$ cat src/rtl/flow_ctrl_pkg.sv
// rtl/flow_ctrl_pkg.sv - shared opcodes, encodings and FSM states for the datapath controller
package flow_ctrl_pkg;
  localparam int DATA_W = 16;
  localparam int OP_W   = 4;
  localparam int REG_W  = 4;
  localparam int IMM8_W = 8;

  localparam logic [OP_W-1:0] OP_LDI  = 4'h8;
  localparam logic [OP_W-1:0] OP_LD   = 4'h9;
  localparam logic [OP_W-1:0] OP_ST   = 4'hA;
  localparam logic [OP_W-1:0] OP_PUSH = 4'hB;
  localparam logic [OP_W-1:0] OP_POP  = 4'hC;
  localparam logic [OP_W-1:0] OP_BR   = 4'hD;
  localparam logic [OP_W-1:0] OP_PLOT = 4'hE;
  localparam logic [OP_W-1:0] OP_HALT = 4'hF;

  localparam logic [REG_W-1:0] COND_ALWAYS = 4'h0;
  localparam logic [REG_W-1:0] COND_Z      = 4'h1;
  localparam logic [REG_W-1:0] COND_NZ     = 4'h2;
  localparam logic [REG_W-1:0] COND_S      = 4'h3;
  localparam logic [REG_W-1:0] COND_OFL    = 4'h4;
  localparam logic [REG_W-1:0] COND_ERR    = 4'h5;

  localparam logic [1:0] LOAD_NONE = 2'b00;
  localparam logic [1:0] LOAD_ALU  = 2'b01;
  localparam logic [1:0] LOAD_MEM  = 2'b10;
  localparam logic [1:0] LOAD_STK  = 2'b11;

  localparam logic [3:0] ALU_ADD = 4'h0;

  typedef enum logic [2:0] {
    ST_FETCH,
    ST_EXEC,
    ST_WB,
    ST_PLOT_WAIT,
    ST_HALT
  } state_t;
endpackage

$ cat src/rtl/datapath_controller_if.sv
// rtl/datapath_controller_if.sv - control/status bundle between the controller and the datapath
interface datapath_controller_if;
  import flow_ctrl_pkg::*;

  logic [DATA_W-1:0] current_instruction;
  logic [DATA_W-1:0] signflag;
  logic [DATA_W-1:0] zeroflag;
  logic [DATA_W-1:0] overflow;
  logic [DATA_W-1:0] errorbit;
  logic              vga_ready;

  logic              program_counter_increment;
  logic [3:0]        alu_op;
  logic [DATA_W-1:0] alu_a_altern;
  logic [DATA_W-1:0] alu_b_altern;
  logic [REG_W-1:0]  alu_a_select;
  logic [REG_W-1:0]  alu_b_select;
  logic [REG_W-1:0]  alu_out_select;
  logic              alu_a_source;
  logic              alu_b_source;
  logic [1:0]        alu_load_src;
  logic              alu_store_to_mem;
  logic              alu_store_to_stk;
  logic [REG_W-1:0]  vga_color_select;
  logic [REG_W-1:0]  vga_coord_select;
  logic              vga_plot;
  logic              halted;
  logic              plot_timeout;

  modport master (
    input  current_instruction, signflag, zeroflag, overflow, errorbit, vga_ready,
    output program_counter_increment, alu_op, alu_a_altern, alu_b_altern,
           alu_a_select, alu_b_select, alu_out_select, alu_a_source, alu_b_source,
           alu_load_src, alu_store_to_mem, alu_store_to_stk,
           vga_color_select, vga_coord_select, vga_plot, halted, plot_timeout
  );

  modport slave (
    output current_instruction, signflag, zeroflag, overflow, errorbit, vga_ready,
    input  program_counter_increment, alu_op, alu_a_altern, alu_b_altern,
           alu_a_select, alu_b_select, alu_out_select, alu_a_source, alu_b_source,
           alu_load_src, alu_store_to_mem, alu_store_to_stk,
           vga_color_select, vga_coord_select, vga_plot, halted, plot_timeout
  );
endinterface

$ cat src/rtl/branch_condition_eval.sv
// rtl/branch_condition_eval.sv - combinational branch condition check against per-register flags
module branch_condition_eval
  import flow_ctrl_pkg::*;
(
  input  logic [REG_W-1:0]  cond,
  input  logic [REG_W-1:0]  ra,
  input  logic [DATA_W-1:0] signflag,
  input  logic [DATA_W-1:0] zeroflag,
  input  logic [DATA_W-1:0] overflow,
  input  logic [DATA_W-1:0] errorbit,
  output logic              taken
);
  always_comb begin
    taken = 1'b0;
    case (cond)
      COND_ALWAYS: taken = 1'b1;
      COND_Z:      taken = zeroflag[ra];
      COND_NZ:     taken = ~zeroflag[ra];
      COND_S:      taken = signflag[ra];
      COND_OFL:    taken = overflow[ra];
      COND_ERR:    taken = errorbit[ra];
      default:     taken = 1'b0;
    endcase
  end
endmodule

$ cat src/rtl/datapath_controller.sv
// rtl/datapath_controller.sv - instruction decode and sequencing FSM driving the datapath controls
module datapath_controller
  import flow_ctrl_pkg::*;
#(
  parameter int PLOT_TIMEOUT = 1023
) (
  input logic clock,
  input logic reset,
  datapath_controller_if.master dp
);
  localparam int CNT_W = $clog2(PLOT_TIMEOUT + 1);
  localparam logic [CNT_W-1:0] WAIT_LAST = CNT_W'(PLOT_TIMEOUT - 1);

  state_t            state, state_next;
  logic [DATA_W-1:0] ir;
  logic [CNT_W-1:0]  wait_cnt;
  logic              plot_timeout_q;
  logic              taken;
  logic              plot_expire;

  logic [OP_W-1:0]   op;
  logic [REG_W-1:0]  rd, ra, rb;
  logic [DATA_W-1:0] imm8_ext, imm4_ext;

  assign op       = ir[15:12];
  assign rd       = ir[11:8];
  assign ra       = ir[7:4];
  assign rb       = ir[3:0];
  assign imm8_ext = {{(DATA_W-IMM8_W){1'b0}}, ir[IMM8_W-1:0]};
  assign imm4_ext = {{(DATA_W-REG_W){1'b0}}, rb};

  // Last permitted wait cycle with no acceptance: abandon the plot.
  assign plot_expire = (wait_cnt == WAIT_LAST) && !dp.vga_ready;

  branch_condition_eval u_branch_condition_eval (
    .cond     (rd),
    .ra       (ra),
    .signflag (dp.signflag),
    .zeroflag (dp.zeroflag),
    .overflow (dp.overflow),
    .errorbit (dp.errorbit),
    .taken    (taken)
  );

  always_ff @(posedge clock or posedge reset) begin
    if (reset) begin
      state          <= ST_FETCH;
      ir             <= '0;
      wait_cnt       <= '0;
      plot_timeout_q <= 1'b0;
    end else begin
      state    <= state_next;
      if (state == ST_FETCH) ir <= dp.current_instruction;
      wait_cnt <= (state == ST_PLOT_WAIT) ? wait_cnt + 1'b1 : '0;
      if (state == ST_PLOT_WAIT && plot_expire) plot_timeout_q <= 1'b1;
    end
  end

  always_comb begin
    state_next = state;
    case (state)
      ST_FETCH: state_next = ST_EXEC;
      ST_EXEC: begin
        case (op)
          OP_LD, OP_POP: state_next = ST_WB;
          OP_PLOT:       state_next = ST_PLOT_WAIT;
          OP_HALT:       state_next = ST_HALT;
          default:       state_next = ST_FETCH;
        endcase
      end
      ST_WB:        state_next = ST_FETCH;
      ST_PLOT_WAIT: if (dp.vga_ready || plot_expire) state_next = ST_FETCH;
      ST_HALT:      state_next = ST_HALT;
      default:      state_next = ST_FETCH;
    endcase
  end

  always_comb begin
    dp.program_counter_increment = 1'b0;
    dp.alu_op           = ALU_ADD;
    dp.alu_a_altern     = '0;
    dp.alu_b_altern     = '0;
    dp.alu_a_select     = '0;
    dp.alu_b_select     = '0;
    dp.alu_out_select   = '0;
    dp.alu_a_source     = 1'b0;
    dp.alu_b_source     = 1'b0;
    dp.alu_load_src     = LOAD_NONE;
    dp.alu_store_to_mem = 1'b0;
    dp.alu_store_to_stk = 1'b0;
    dp.vga_color_select = '0;
    dp.vga_coord_select = '0;
    dp.vga_plot         = 1'b0;
    dp.halted           = (state == ST_HALT);
    dp.plot_timeout     = plot_timeout_q;
    case (state)
      ST_EXEC: begin
        dp.program_counter_increment = 1'b1;
        case (op)
          OP_LDI: begin
            dp.alu_a_altern   = imm8_ext;
            dp.alu_a_source   = 1'b1;
            dp.alu_b_source   = 1'b1;
            dp.alu_load_src   = LOAD_ALU;
            dp.alu_out_select = rd;
            dp.program_counter_increment = (rd != '0);
          end
          OP_LD, OP_POP, OP_ST, OP_PUSH: begin
            dp.alu_a_select     = ra;
            dp.alu_b_altern     = imm4_ext;
            dp.alu_b_source     = 1'b1;
            dp.alu_out_select   = rd;
            dp.alu_store_to_mem = (op == OP_ST);
            dp.alu_store_to_stk = (op == OP_PUSH);
          end
          OP_BR: begin
            // Taken branch writes Rrb + 0 into R0 (the PC).
            if (taken) begin
              dp.alu_a_select = rb;
              dp.alu_b_source = 1'b1;
              dp.alu_load_src = LOAD_ALU;
              dp.program_counter_increment = 1'b0;
            end
          end
          OP_PLOT: begin
            dp.vga_color_select = rd;
            dp.vga_coord_select = ra;
          end
          OP_HALT: ;
          default: begin
            dp.alu_op         = {1'b0, op[2:0]};
            dp.alu_a_select   = ra;
            dp.alu_b_select   = rb;
            dp.alu_load_src   = LOAD_ALU;
            dp.alu_out_select = rd;
            dp.program_counter_increment = (rd != '0);
          end
        endcase
      end
      ST_WB: begin
        dp.alu_a_select   = ra;
        dp.alu_b_altern   = imm4_ext;
        dp.alu_b_source   = 1'b1;
        dp.alu_out_select = rd;
        dp.alu_load_src   = (op == OP_LD) ? LOAD_MEM : LOAD_STK;
      end
      ST_PLOT_WAIT: begin
        dp.vga_color_select = rd;
        dp.vga_coord_select = ra;
        dp.vga_plot         = 1'b1;
      end
      default: ;
    endcase
  end
endmodule

$ cat src/flat_wrapper.sv
// flat-port wrapper written by rule: the top's interface ports become plain ports
module datapath_controller_flat import flow_ctrl_pkg::*;
#(
  parameter int PLOT_TIMEOUT = 1023
)
  (clock, reset, dp_current_instruction, dp_signflag, dp_zeroflag, dp_overflow, dp_errorbit, dp_vga_ready, dp_program_counter_increment, dp_alu_op, dp_alu_a_altern, dp_alu_b_altern, dp_alu_a_select, dp_alu_b_select, dp_alu_out_select, dp_alu_a_source, dp_alu_b_source, dp_alu_load_src, dp_alu_store_to_mem, dp_alu_store_to_stk, dp_vga_color_select, dp_vga_coord_select, dp_vga_plot, dp_halted, dp_plot_timeout);
  datapath_controller_if dp_i ();
  input logic clock;
  input logic reset;
  input wire logic [$bits(dp_i.current_instruction)-1:0] dp_current_instruction;
  input wire logic [$bits(dp_i.signflag)-1:0] dp_signflag;
  input wire logic [$bits(dp_i.zeroflag)-1:0] dp_zeroflag;
  input wire logic [$bits(dp_i.overflow)-1:0] dp_overflow;
  input wire logic [$bits(dp_i.errorbit)-1:0] dp_errorbit;
  input wire logic [$bits(dp_i.vga_ready)-1:0] dp_vga_ready;
  output wire logic [$bits(dp_i.program_counter_increment)-1:0] dp_program_counter_increment;
  output wire logic [$bits(dp_i.alu_op)-1:0] dp_alu_op;
  output wire logic [$bits(dp_i.alu_a_altern)-1:0] dp_alu_a_altern;
  output wire logic [$bits(dp_i.alu_b_altern)-1:0] dp_alu_b_altern;
  output wire logic [$bits(dp_i.alu_a_select)-1:0] dp_alu_a_select;
  output wire logic [$bits(dp_i.alu_b_select)-1:0] dp_alu_b_select;
  output wire logic [$bits(dp_i.alu_out_select)-1:0] dp_alu_out_select;
  output wire logic [$bits(dp_i.alu_a_source)-1:0] dp_alu_a_source;
  output wire logic [$bits(dp_i.alu_b_source)-1:0] dp_alu_b_source;
  output wire logic [$bits(dp_i.alu_load_src)-1:0] dp_alu_load_src;
  output wire logic [$bits(dp_i.alu_store_to_mem)-1:0] dp_alu_store_to_mem;
  output wire logic [$bits(dp_i.alu_store_to_stk)-1:0] dp_alu_store_to_stk;
  output wire logic [$bits(dp_i.vga_color_select)-1:0] dp_vga_color_select;
  output wire logic [$bits(dp_i.vga_coord_select)-1:0] dp_vga_coord_select;
  output wire logic [$bits(dp_i.vga_plot)-1:0] dp_vga_plot;
  output wire logic [$bits(dp_i.halted)-1:0] dp_halted;
  output wire logic [$bits(dp_i.plot_timeout)-1:0] dp_plot_timeout;
  assign dp_i.current_instruction = dp_current_instruction;
  assign dp_i.signflag = dp_signflag;
  assign dp_i.zeroflag = dp_zeroflag;
  assign dp_i.overflow = dp_overflow;
  assign dp_i.errorbit = dp_errorbit;
  assign dp_i.vga_ready = dp_vga_ready;
  assign dp_program_counter_increment = dp_i.program_counter_increment;
  assign dp_alu_op = dp_i.alu_op;
  assign dp_alu_a_altern = dp_i.alu_a_altern;
  assign dp_alu_b_altern = dp_i.alu_b_altern;
  assign dp_alu_a_select = dp_i.alu_a_select;
  assign dp_alu_b_select = dp_i.alu_b_select;
  assign dp_alu_out_select = dp_i.alu_out_select;
  assign dp_alu_a_source = dp_i.alu_a_source;
  assign dp_alu_b_source = dp_i.alu_b_source;
  assign dp_alu_load_src = dp_i.alu_load_src;
  assign dp_alu_store_to_mem = dp_i.alu_store_to_mem;
  assign dp_alu_store_to_stk = dp_i.alu_store_to_stk;
  assign dp_vga_color_select = dp_i.vga_color_select;
  assign dp_vga_coord_select = dp_i.vga_coord_select;
  assign dp_vga_plot = dp_i.vga_plot;
  assign dp_halted = dp_i.halted;
  assign dp_plot_timeout = dp_i.plot_timeout;
  datapath_controller #(.PLOT_TIMEOUT(PLOT_TIMEOUT)) u_core (.clock(clock), .reset(reset), .dp(dp_i));
endmodule
$ cat config.mk
export PLATFORM = sky130hd
export DESIGN_NAME = datapath_controller_flat
export DESIGN_NICKNAME = d
export VERILOG_FILES = /design/src/rtl/flow_ctrl_pkg.sv /design/src/rtl/datapath_controller_if.sv /design/src/rtl/branch_condition_eval.sv /design/src/rtl/datapath_controller.sv /design/src/flat_wrapper.sv
export SDC_FILE = /design/constraint.sdc
export NUM_CORES = 1
export LEC_CHECK = 0
export ABC_AREA = 0
export CELL_PAD_IN_SITES_DETAIL_PLACEMENT = 2
export CELL_PAD_IN_SITES_GLOBAL_PLACEMENT = 2
export CORE_MARGIN = 1
export CORE_UTILIZATION = 38
export CTS_CLUSTER_DIAMETER = 150
export DETAILED_ROUTE_END_ITERATION = 8
export DONT_BUFFER_PORTS = 1
export PLACE_DENSITY = 0.84
export RECOVER_POWER = 25
export SETUP_SLACK_MARGIN = 0.1
export SYNTH_ARGS = -nofsm -noshare
export SYNTH_HDL_FRONTEND = slang
export SYNTH_HIERARCHICAL = 1
export SYNTH_SLANG_ARGS = --single-unit
$ cat constraint.sdc
create_clock -name clock -period 6.2 [get_ports clock]
set_input_delay 1.24 -clock clock [delete_from_list [all_inputs] [get_ports clock]]
set_output_delay 1.24 -clock clock [all_outputs]
set_load 0.01 [all_outputs]
Word-level counts from Yosys, hierarchy flattened
Index checks and enable logic that the tools add are counted.
{"block": "totals", "reg_bits": 30, "latchBits": 0, "rom_bits": 0, "elab_cells": 87, "ram_bits": 0, "memories": 0}
{"block": "op_classes", "n_shift": 0, "order_cmp": 1, "n_reduce_logical": 14, "bitwise": 1, "mux": 47, "multipliers": 0, "div": 0, "n_addsub": 1, "eq_ne": 19}
{"operator": "4-bit case mux with 2 select lines", "count": 5}
{"operator": "4-bit equality test (second input constant)", "count": 8}
{"operator": "4-bit two-way mux", "count": 8}
{"operator": "16-bit case mux with 2 select lines", "count": 1}
{"operator": "1-bit binary-select mux with 4-bit select", "count": 4}
{"operator": "1-bit two-way mux", "count": 16}
{"operator": "16-bit two-way mux", "count": 1}
{"operator": "3-bit case mux with 4 select lines", "count": 1}
{"operator": "10-bit by 1-bit adder with 10-bit output (second input constant)", "count": 1}
{"operator": "10-bit equality test (second input constant)", "count": 1}
{"operator": "10-bit two-way mux", "count": 1}
{"operator": "3-bit case mux with 3 select lines", "count": 1}
{"operator": "4-bit by 2-bit equality test with 1-bit output (second input constant)", "count": 2}
{"operator": "4-bit by 3-bit equality test with 1-bit output (second input constant)", "count": 2}
{"operator": "8-bit two-way mux", "count": 1}
{"operator": "2-bit case mux with 2 select lines", "count": 2}
{"operator": "8-bit OR reduction", "count": 1}
{"operator": "3-bit by 2-bit equality test with 1-bit output (second input constant)", "count": 2}
{"operator": "3-bit two-way mux", "count": 2}
{"operator": "1-bit case mux with 2 select lines", "count": 3}
{"operator": "1-bit case mux with 6 select lines", "count": 1}
{"operator": "3-bit OR reduction", "count": 2}
{"operator": "6-bit OR reduction", "count": 1}
{"operator": "4-bit by 5-bit < comparator with 1-bit output (second input constant)", "count": 1}
{"operator": "other kinds (14)", "count": 15}

Depth between registers and ports, before layout
Gate-level depths: netlist (run 1).
{"block": "logic_depth", "depth_word": 7, "ltp_mapped": 10, "ltp_nobuf": 8}

Hierarchy
Netlist (run 1), hierarchy kept.
{"module": "datapath_controller", "seq_area_each_um2": 750.7, "area_per_inst_um2": 1934.4, "instances": 1, "cells_per_inst": 212}
{"module": "branch_condition_eval", "seq_area_each_um2": 0.0, "area_per_inst_um2": 575.6, "instances": 1, "cells_per_inst": 40}

Least setup slack after synthesis (run 1)
Ideal clock, no wire load.
{"block": "synth_path", "path_type": "input-to-output", "startpoint": "input dp_signflag[13]", "endpoint": "output dp_alu_load_src[0]", "arrival_ps": 2990, "path_buffers": 0, "path_stages": 8, "t_required_ps": 4960, "path_slack_ps": 1970, "path_cell_list": "mux4_1 mux4_2 nand2_1 o211a_1 o32ai_1 nand3_1 o21ai_0 a221o_1"}
{"block": "synth_between", "elab_chain_cells": 6}
{"item": "start: declaration", "line": "flat_wrapper.sv:11", "source": "input wire logic [$bits(dp_i.signflag)-1:0] dp_signflag;"}
{"item": "1-bit binary-select mux with 4-bit select", "line": "branch_condition_eval.sv:19", "source": "COND_S: taken = signflag[ra];"}
{"item": "1-bit two-way mux (not written as such)", "line": "branch_condition_eval.sv:19"}
{"item": "1-bit case mux with 6 select lines", "line": "branch_condition_eval.sv:15", "source": "case (cond)"}
{"item": "via u_core.taken", "line": "datapath_controller.sv:18", "source": "logic taken;"}
{"item": "1-bit two-way mux", "line": "datapath_controller.sv:118", "source": "if (taken) begin"}
{"item": "2-bit case mux with 2 select lines", "line": "datapath_controller.sv:99", "source": "case (op)"}
{"item": "2-bit case mux with 2 select lines", "line": "datapath_controller.sv:96", "source": "case (state)"}
{"item": "end: declaration", "line": "flat_wrapper.sv:25", "source": "output wire logic [$bits(dp_i.alu_load_src)-1:0] dp_alu_load_src;"}
The timed path passes the listed nets, and every way through them passes these cells. The select of a mux whose other input is x is not followed.

Final worst setup path (run 1)
{"block": "layout_path", "startpoint": "register u_core.ir[4]", "endpoint": "output dp_alu_load_src[0]"}
{"block": "layout_between", "elab_chain_cells": 7, "word_cells_on_any_way": 13}
{"item": "start: declaration", "line": "datapath_controller.sv:15", "source": "logic [DATA_W-1:0] ir;"}
{"item": "start signal: assignment", "line": "datapath_controller.sv:53", "source": "if (state == ST_FETCH) ir <= dp.current_instruction;"}
{"item": "1-bit binary-select mux with 4-bit select", "line": "branch_condition_eval.sv:17, branch_condition_eval.sv:18"}
{"item": "1-bit two-way mux (not written as such)", "line": "branch_condition_eval.sv:17, branch_condition_eval.sv:18"}
{"item": "1-bit inverter", "line": "branch_condition_eval.sv:18", "source": "COND_NZ: taken = ~zeroflag[ra];"}
{"item": "1-bit case mux with 6 select lines (*)", "line": "branch_condition_eval.sv:15"}
{"item": "via u_core.taken", "line": "datapath_controller.sv:18"}
{"item": "1-bit two-way mux (*)", "line": "datapath_controller.sv:118"}
{"item": "2-bit case mux with 2 select lines (*)", "line": "datapath_controller.sv:99"}
{"item": "2-bit case mux with 2 select lines (*)", "line": "datapath_controller.sv:96"}
The timed path passes the listed nets; every way through them passes the cells marked *. The select of a mux whose other input is x is not followed.

==> results by group, run 1 <==
Worst setup path
  – Setup crit start kind: flop
  – Worst-path maximum fanout: 19
  – CP Data Arrival Time: 3.38 ns
  – Worst EP required: 4.96 ns
  – Crit path kind: flop to output pin
  – Crit path capture type: output pin

Timing
  – Final setup violation count: 0
  – Least-Margin Pin Slew: 1.74 ns
  – RSZ-0062 raised after global routing: no
  – Worst hold slack: 0.522 ns
  – Setup ws final: 1.58 ns
  – Min Tclk post-route: 4.62 ns
  – Max-slew violations: 31
  – Final clock period utilization by the worst path: 0.745
  – Final hold vios: 0
  – Max-slew headroom: -0.158
  – Final TNS setup: 0 ns
  – Final Skew: 0.00969 ns
  – Highest clock rate: about 220 MHz

Die
  – Std-Cell Core Area: 0.00635 mm^2
  – Initial Util: 0.395
  – IO Pins: 149
  – Die X: 83.3 um
  – Die ar.: 0.00693 mm^2
  – Rows: 29
  – DIE HEIGHT: 83.3 um

Placement
  – GPL Wtd Cong: 0.861
  – Pre-CTS setup slack: ~1.7 ns
  – Post-DP HPWL: 5.67 mm
  – DP Area: 0.00245 mm^2
  – Port Buf Inserts: 0
  – Inst Count DP: 315

Synthesis
  – Post-synthesis instance total: roughly 250
  – Ys Warns: 6
  – Seq/Total Area, Yosys: 0.299
  – Mapped Area: 0.00251 mm^2
  – Ys flop type: dfrtp_1
  – Synth unique cells: 49
  – Asr flop ratio synth: 1.00
  – Post-synth EDFFs: 0
  – Syn Area/Cell: 9.96 um^2
  – Number of synthesized register bits: 30

Finish
  – Final core occ: 0.399
  – Design Area, Final: 0.00254 mm^2
  – Commonest non-fill, non-tap cell in the layout: dfrtp_1
  – Fraction of layout cells with a size suffix above 1: 0.146
  – Most frequent cells in the layout: dfrtp_1 (30), conb_1 (21), and2_1 (17)
  – Ant diodes: 0
  – Nets: 330
  – Finished Layout Cells: 323
  – Layout area overhead: 1.05%

Clock network
  – Clock Path Buffers: 2
  – CTS Buf Count: 5
  – Worst-path clk slew: approximately 0.06 ns
  – CTS tree: built
  – Root Buffer Master: clkbuf_8
  – Post-CTS Hold Fix Bufs: 0
  – Post-CTS setup buffers: 0
  – Clk_lat worst skew: 0.28 ns
  – Clk sink count: 30
  – H-tree Lvls: 2
  – Post_cts resized: 0

Global route
  – GRT Util Overall: 0.215
  – Global-route wire length before repair: 11.7 mm
  – Number of global-route vias before repair: 2062
  – Initial antenna violation count: 1
  – Total grt overflow: 0
  – Pin count of the biggest net entering global routing: 31

Pwr
  – Lkg Pwr: 1.04 nW
  – Pwr/cell area: between 500 and 600 mW/mm^2
  – Max IR drop VDD: around 0.00022 V
  – Total Power: 1.28 mW

Worst hold path
  – Hold WC Path Type: flop to flop

Route
  – DR vias/cell: 5.98
  – Routed Antenna Nets: 0
  – WL per Instance: approximately 23 um
  – Initial DRC Count: 62
  – DR DRC count: 0
  – Final WL: about 7.3 mm
  – Via Count: 1931
  – First drt pass iteration count: 4

Run status
  – Status: finished with violations
  – Failing checks: capacitance limit, slew limit

Job
  – Max_cap viols: 1
final timing paths:
check                      depth (start not counted)               start                  to  slack, ns
hold reg to reg                                    1  u_core/wait_cnt[0]  u_core/wait_cnt[0]       0.52
hold / removal                                     1  u_core/wait_cnt[0]  u_core/wait_cnt[0]       0.52
setup / recovery                                   8        u_core/ir[4]  dp_alu_load_src[0]       1.58
setup reg to reg                                   3  u_core/wait_cnt[2]     u_core/state[0]       4.41
min in group asynchronous                          2               reset  u_core/wait_cnt[2]       1.46
max in group asynchronous                          2               reset        u_core/ir[7]       3.73
layout make-up:
class	instances	area, um^2
repair buffers	2	11.3
clock inverters	1	5.00
flip-flops and latches	30	751
clock buffers	7	86.3
fillers	717	3810
well taps	77	96.3
inverters	10	37.5
multi-input cells	196	1550
critical path: stages, from the launching register on:
cell and delay, ns:
dfrtp_1 0.97, mux4_1 0.69, mux4_2 0.51, nand2_1 0.09, o211a_1 0.14, o32ai_1 0.13
nand3_1 0.12, o21ai_0 0.09, a221o_1 0.38
kinds of logic (layout without fill, tap and decap cells):
kind of cell,Yosys count,after routing,share of synthesized area
AO/OA/AOI/OAI,46,46,0.118
other,1,21,0.00149
buffers and inverters,46,20,0.116
multiplexers,34,34,0.233
flip-flops,30,30,0.299
XOR/XNOR,3,3,0.0105
AND/OR/NAND/NOR,90,90,0.212
adder cells (fa/ha/maj),2,2,0.00997
synth_stat cells (3+ instances only):
library cell	instances	share of area
nand3b_1	3	0.0090
nor2_1	14	0.021
nor3_1	9	0.018
or3_1	3	0.0075
inv_1	10	0.015
mux2_2	10	0.045
o21ai_0	16	0.032
buf_6	4	0.018
and2_1	17	0.042
or4_1	3	0.0090
o31ai_1	5	0.015
clkbuf_1	6	0.0090
buf_2	4	0.0080
nand2_1	12	0.018
buf_4	22	0.066
a21oi_1	6	0.012
dfrtp_1	30	0.30
mux4_1	5	0.052
nor2b_1	7	0.017
o22ai_1	4	0.010
nand4_1	3	0.0075
nand3_1	6	0.012
a21o_1	3	0.0090
mux4_2	12	0.11
mux2i_1	7	0.028
registers in the layout, indices dropped and copies added (netlist names):
register and cells:
u_core/ir 16, u_core/dp.plot_timeout 1, u_core/state 3, u_core/wait_cnt 10
report_power, final:
part           internal (mW)  leakage [nW]  switching [mW]
clock network         0.0895        0.0482          0.0746
logic                  0.316         0.609           0.363
registers              0.258         0.382           0.180
total                  0.664          1.04           0.618
per-layer routing:
layer,up-vias,GRT usage,part of all wire
li1,873,-,-
met1,982,0.269,0.42
met2,66,0.375,0.51
met3,10,0.0457,0.047
met4,0,0.0580,0.017
met5,-,0,0
(Power assumes the default switching activity.)
==> run 2, diff against run 1 <==
Settings changed: CORE_UTILIZATION 38 to 35, PLACE_DENSITY 0.84 to 0.78.
Clock period 6.2 ns to 4.8 ns, I/O delays scaled along.
==> results by group, run 2 (synthesized netlist as in run 1, its figures left out) <==
Clock network
  – Clk_lat worst skew: 0.28 ns
  – Clk sink count: 30
  – Root Buffer Master: clkbuf_8
  – CTS Buf Count: 5
  – Worst-path clk slew: 0.06 ns
  – Post_cts resized: 0
  – Post-CTS Hold Fix Bufs: 0
  – Clock Path Buffers: 2
  – Post-CTS setup buffers: 0
  – CTS tree: built
  – H-tree Lvls: 2

Job
  – Max_cap viols: 1

Die
  – Std-Cell Core Area: 0.00687 mm^2
  – Die X: about 87 um
  – IO Pins: 149
  – Initial Util: 0.365
  – Die ar.: 0.00751 mm^2
  – Rows: 30
  – DIE HEIGHT: 86.7 um

Global route
  – Number of global-route vias before repair: 2023
  – GRT Util Overall: 0.198
  – Pin count of the biggest net entering global routing: 31
  – Total grt overflow: 0
  – Initial antenna violation count: 3
  – Global-route wire length before repair: approximately 11 mm

Finish
  – Finished Layout Cells: 344
  – Fraction of layout cells with a size suffix above 1: 0.150
  – Top register by number of flip-flops: u_core/ir
  – Flip-flop count of the largest register after layout: 16
  – Nets: between 300 and 400
  – Commonest non-fill, non-tap cell in the layout: dfrtp_1
  – Biggest regs: u_core/ir (16), u_core/wait_cnt (10), u_core/state (3)
  – Most frequent cells in the layout: dfrtp_1 (30), conb_1 (21), and2_1 (17)
  – Layout area overhead: 2.39%
  – Design Area, Final: 0.00257 mm^2

Timing
  – Final setup violation count: 0
  – Setup ws final: 0.560 ns
  – Final clock period utilization by the worst path: 0.883
  – Min Tclk post-route: 4.24 ns
  – Max-slew violations: 31
  – Final Skew: 0.0106 ns
  – Final hold vios: 0
  – Highest clock rate: 236 MHz
  – Least-Margin Pin Slew: ~1.7 ns
  – Max-slew headroom: -0.159
  – Final TNS setup: 0 ns
  – RSZ-0062 raised after global routing: no

Route
  – Routed Antenna Nets: 0
  – Final WL: 7.29 mm
  – First drt pass iteration count: 4
  – DR DRC count: 0
  – Initial DRC Count: 60
  – WL per Instance: 21.2 um
  – Via Count: 1978
  – DR vias/cell: 5.75

Worst hold path
  – Hold WC Path Type: flop to flop

Placement
  – Inst Count DP: 335
  – DP Area: between 0.002 and 0.0025 mm^2
  – Post-DP HPWL: 5.73 mm
  – GPL Wtd Cong: 0.890
  – Pre-CTS setup slack: approximately 0.84 ns
  – Port Buf Inserts: 0

Pwr
  – Pwr/cell area: 647 mW/mm^2
  – Max IR drop VDD: 0.000159 V
  – Lkg Pwr: approximately 1.0 nW

Worst setup path
  – Cell family contributing the most delay on the critical path: multiplexers
  – FF-to-FF Start: u_core/state[2]
  – Critical path startpoint: u_core/ir[4]
  – Crit path to: dp_alu_load_src[0]
  – Setup crit start kind: flop
  – Worst-path maximum fanout: 17
  – Crit path capture type: output pin
  – Largest stage delay, worst path: slightly below 0.9 ns
  – Worst path cell trace: mux4_1, mux4_2, nand2_1, o211a_1, o32ai_1, nand3_1, o21ai_0, a221o_1
  – Setup slack, reg-to-reg: about 3.0 ns
  – Crit path kind: flop to output pin
  – CP max-delay cell: dfrtp_1
  – Worst EP required: roughly 3.8 ns
  – R2R depth: 3
  – RR Endpoint: u_core/ir[11]
  – CP Buf/Inv Count: 0
  – CP Data Arrival Time: ~3.3 ns
  – CP Depth: 8

Run status
  – Status: finished with violations
  – Failing checks: capacitance limit, slew limit
[run 2: final cells by class]
| type | count | area, um^2 |
|---|---|---|
| diodes | 1 | 2.50 |
| inverters | 10 | 37.5 |
| repair buffers | 3 | 18.8 |
| multi-input cells | 196 | 1550 |
| clock inverters | 1 | 5.00 |
| clock buffers | 7 | 86.3 |
| flip-flops and latches | 30 | 751 |
| well taps | 96 | 120 |
| fillers | 762 | 4300 |
[run 2: worst min path at each step]
stage | start | endpoint | slack [ns] | cells past startpoint
2_1_floorplan | u_core/wait_cnt[0] | u_core/wait_cnt[0] | 0.48 | 1
3_3_place_gp | u_core/wait_cnt[0] | u_core/wait_cnt[0] | 0.51 | 1
3_5_place_dp | u_core/wait_cnt[0] | u_core/wait_cnt[0] | 0.52 | 1
4_1_cts | u_core/wait_cnt[0] | u_core/wait_cnt[0] | 0.52 | 1
5_1_grt | u_core/wait_cnt[0] | u_core/wait_cnt[0] | 0.55 | 1
6_report | u_core/wait_cnt[0] | u_core/wait_cnt[0] | 0.51 | 1
[run 2: metal layers]
metal  GRT usage  vias to the layer above  part of all wire
met3      0.0695                       10             0.068
met2       0.335                       71              0.50
met1       0.243                     1016              0.42
met4      0.0394                        2            0.0084
li1            -                      879                 -
met5           0                        -            0.0018
[run 2: worst register-to-register path, stage by stage (launching register included)]
cell	delay (ns)
dfrtp_1	0.48
nor3_2	0.50
buf_4	0.33
mux2_2	0.37
[run 2: metrics by stage]
stage                     total power [mW]  hold slack, ns   util
after global placement                1.43           0.507  0.361
after detailed placement              1.46           0.515  0.361
after global routing                  1.80           0.546  0.374
after CTS                             1.68           0.524  0.374
final                                 1.66           0.514  0.374
after floorplan                       1.30           0.475      -
[run 2: report_power, final]
group | internal (mW) | leakage (nW) | switching, mW | total [mW]
registers | 0.334 | 0.382 | 0.229 | 0.563
logic | 0.413 | 0.614 | 0.474 | 0.887
clock network | 0.116 | 0.0482 | 0.0982 | 0.214
total | 0.862 | 1.04 | 0.801 | 1.66
==> run 3, diff against run 2 <==
Settings changed: ABC_AREA 0 to 1, CORE_UTILIZATION 35 to 30, TNS_END_PERCENT set to 50.
==> results by group, run 3 <==
Route
  – Routed Antenna Nets: 0
  – Initial DRC Count: roughly 50
  – First drt pass iteration count: 4
  – Final WL: 9.03 mm
  – DR DRC count: 0
  – DR vias/cell: 5.00
  – WL per Instance: 16.2 um
  – Via Count: roughly 2800

Die
  – Std-Cell Core Area: 0.00872 mm^2
  – Rows: 34
  – IO Pins: about 150
  – DIE HEIGHT: around 97 um
  – Die X: 97.1 um
  – Initial Util: 0.311
  – Die ar.: 0.00943 mm^2

Synthesis
  – Ys Warns: 6
  – Number of synthesized register bits: 30
  – Asr flop ratio synth: 1.00
  – Leading area contributor after synthesis: dfrtp_1
  – Mapped Area: 0.00271 mm^2
  – Top post-synthesis cells by area: dfrtp_1 (28%), nand2_1 (21%), nand3_1 (12%)
  – Seq/Total Area, Yosys: 0.277
  – Synth top area share: 0.277
  – Post-synthesis instance total: 457
  – Post-synth EDFFs: 0
  – Syn Area/Cell: ~6 um^2
  – Synth unique cells: 28
  – Synth cell count leaders: nand2_1 (150), nor2_1 (72), nand3_1 (66)
  – Most common cell in the synthesized netlist: nand2_1
  – Ys flop type: dfrtp_1

Worst setup path
  – CP Buf/Inv Count: 1
  – Setup crit start kind: flop
  – Worst EP required: 3.84 ns
  – Worst path cell trace: inv_2, nand3_1, nand3_1, nand2_1, nand2_1, nand2_1, nand2_1, nand2_1, nor2_1, nand2_1, nand2_1, nor2_1, nand2_1, nand2_1
  – Crit path capture type: output pin
  – Crit path kind: flop to output pin
  – Most frequent CP cell: nand2_1
  – Cell family contributing the most delay on the critical path: simple AND/OR/NAND/NOR gates
  – CP Data Arrival Time: 2.59 ns
  – Worst-path maximum fanout: 19
  – CP max-delay cell: dfrtp_1
  – Largest stage delay, worst path: 0.80 ns

Timing
  – Final TNS setup: 0 ns
  – Final setup violation count: 0
  – Setup ws final: between 1 and 1.5 ns
  – Max-slew headroom: -0.112
  – Final hold vios: 0
  – Least-Margin Pin Slew: 1.67 ns
  – Final Skew: 0.00373 ns
  – Max-slew violations: 31
  – Min Tclk post-route: 3.55 ns
  – RSZ-0062 raised after global routing: no
  – Highest clock rate: 282 MHz
  – Final clock period utilization by the worst path: 0.739

Clock network
  – CTS tree: built
  – Clk_lat worst skew: just under 0.3 ns
  – Post-CTS setup buffers: 0
  – Clk sink count: 30
  – H-tree Lvls: 2
  – Root Buffer Master: clkbuf_8
  – Clock Path Buffers: 2
  – Worst-path clk slew: 0.07 ns
  – Post-CTS Hold Fix Bufs: 0
  – Post_cts resized: 0
  – CTS Buf Count: 5

Pwr
  – Max IR drop VDD: 0.000218 V
  – Combinational Power Share: 0.622
  – Sw Pwr: 1.04 mW
  – Pwr/cell area: 653 mW/mm^2
  – Internal power: 747 uW
  – Sw Share: 0.583
  – Total Power: 1.79 mW
  – Lkg Pwr: 1.47 nW
  – Sequential Power Share: 0.258
  – Clock share of power: 0.120

Placement
  – Port Buf Inserts: 0
  – GPL Wtd Cong: between 0.7 and 0.8
  – Post-DP HPWL: between 7 and 8 mm
  – Inst Count DP: 551
  – Pre-CTS setup slack: 1.45 ns

Run status
  – Status: finished with violations
  – Failing checks: capacitance limit, slew limit

Finish
  – Fraction of layout cells with a size suffix above 1: 0.0488
  – Fill count: around 1100
  – Top register by number of flip-flops: u_core/ir
  – Ant diodes: 0
  – Most frequent cells in the layout: nand2_1 (150), nor2_1 (72), nand3_1 (66)
  – Finished Layout Cells: ~560
  – Biggest regs: u_core/ir (16), u_core/wait_cnt (10), u_core/state (3)
  – Layout area overhead: 1.20%
  – Nets: 535
  – Commonest non-fill, non-tap cell in the layout: nand2_1
  – Flip-flop count of the largest register after layout: 16

Global route
  – Number of global-route vias before repair: just over 3000
  – Pin count of the biggest net entering global routing: 34
  – Total grt overflow: 0
  – GRT Util Overall: 0.197
  – Global-route wire length before repair: 15.2 mm
  – Initial antenna violation count: 0

Job
  – Max_cap viols: 1

Worst hold path
  – Hold WC Path Type: flop to flop
[run 3: cell count changes after synthesis, moves of 6 or more]
cell      previous run  this run
a21oi_1              6        20
nor2b_1              7         0
inv_2                0         6
and2_1              17         0
mux2_2              10         0
nand2_1             12       150
mux2i_1              7         0
clkbuf_1             6         0
o21ai_0             16         5
nand3_1              6        66
inv_1               10        46
nor2_1              14        72
mux4_2              12         0
[run 3: metrics by stage]
step | hold slack (ns) | area, um^2 | util
6_report | 0.535 | 2750 | 0.315
4_1_cts | 0.547 | 2750 | 0.315
5_1_grt | 0.575 | 2750 | 0.315
3_5_place_dp | 0.526 | 2660 | 0.305
2_1_floorplan | 0.477 | 2790 | -
3_3_place_gp | 0.497 | 2660 | 0.305
[run 3: layer usage]
layer / track usage / up-vias / share of wire
met5: 0 / - / 0
met4: 0.0700 / 0 / 0.025
met3: 0.0374 / 14 / 0.056
met2: 0.353 / 90 / 0.50
met1: 0.232 / 1323 / 0.42
li1: - / 1366 / -
[run 3: cell type report]
cell class                 instances  area (um^2)  share of cell area
clock buffer                       7         86.3              0.0314
multi-input combinational        358         1550               0.566
clock inverter                     1         5.00             0.00182
tap                              108          135              0.0492
inverter                          53          204              0.0743
timing repair buffer               2         11.3             0.00410
sequential                        30          751               0.273
[run 3: cells by family after synthesis]
family	synth area share
buffers and inverters	0.179
XOR/XNOR	0.00646
adder cells (fa/ha/maj)	0.00922
AND/OR/NAND/NOR	0.465
flip-flops	0.277
other	0.00138
AO/OA/AOI/OAI	0.0627
[run 3: final timing paths]
kind	cells past startpoint	to	from	slack [ns]
max in group asynchronous	2	u_core/ir[0]	reset	2.69
worst min-delay path	2	u_core/wait_cnt[6]	u_core/wait_cnt[6]	0.54
worst max register to register	4	u_core/ir[4]	u_core/state[1]	2.96
worst min register to register	2	u_core/wait_cnt[6]	u_core/wait_cnt[6]	0.54
worst max-delay path	14	dp_alu_a_select[0]	u_core/ir[5]	1.25
min in group asynchronous	2	u_core/wait_cnt[2]	reset	1.14
[run 3: power by group through the flow]
stage,clock network [mW],logic [mW],registers (mW)
6_report,0.215,1.11,0.462
4_1_cts,0.223,1.14,0.468
2_1_floorplan,0,0.991,0.404
5_1_grt,0.234,1.28,0.483
3_5_place_dp,0,1.13,0.472
3_3_place_gp,0,1.10,0.466
[run 3: tightest hold or removal path, cell delays in order (launching register included)]
cell	delay (ns)
dfrtp_1	0.35
a21oi_1	0.04
nor2_1	0.10
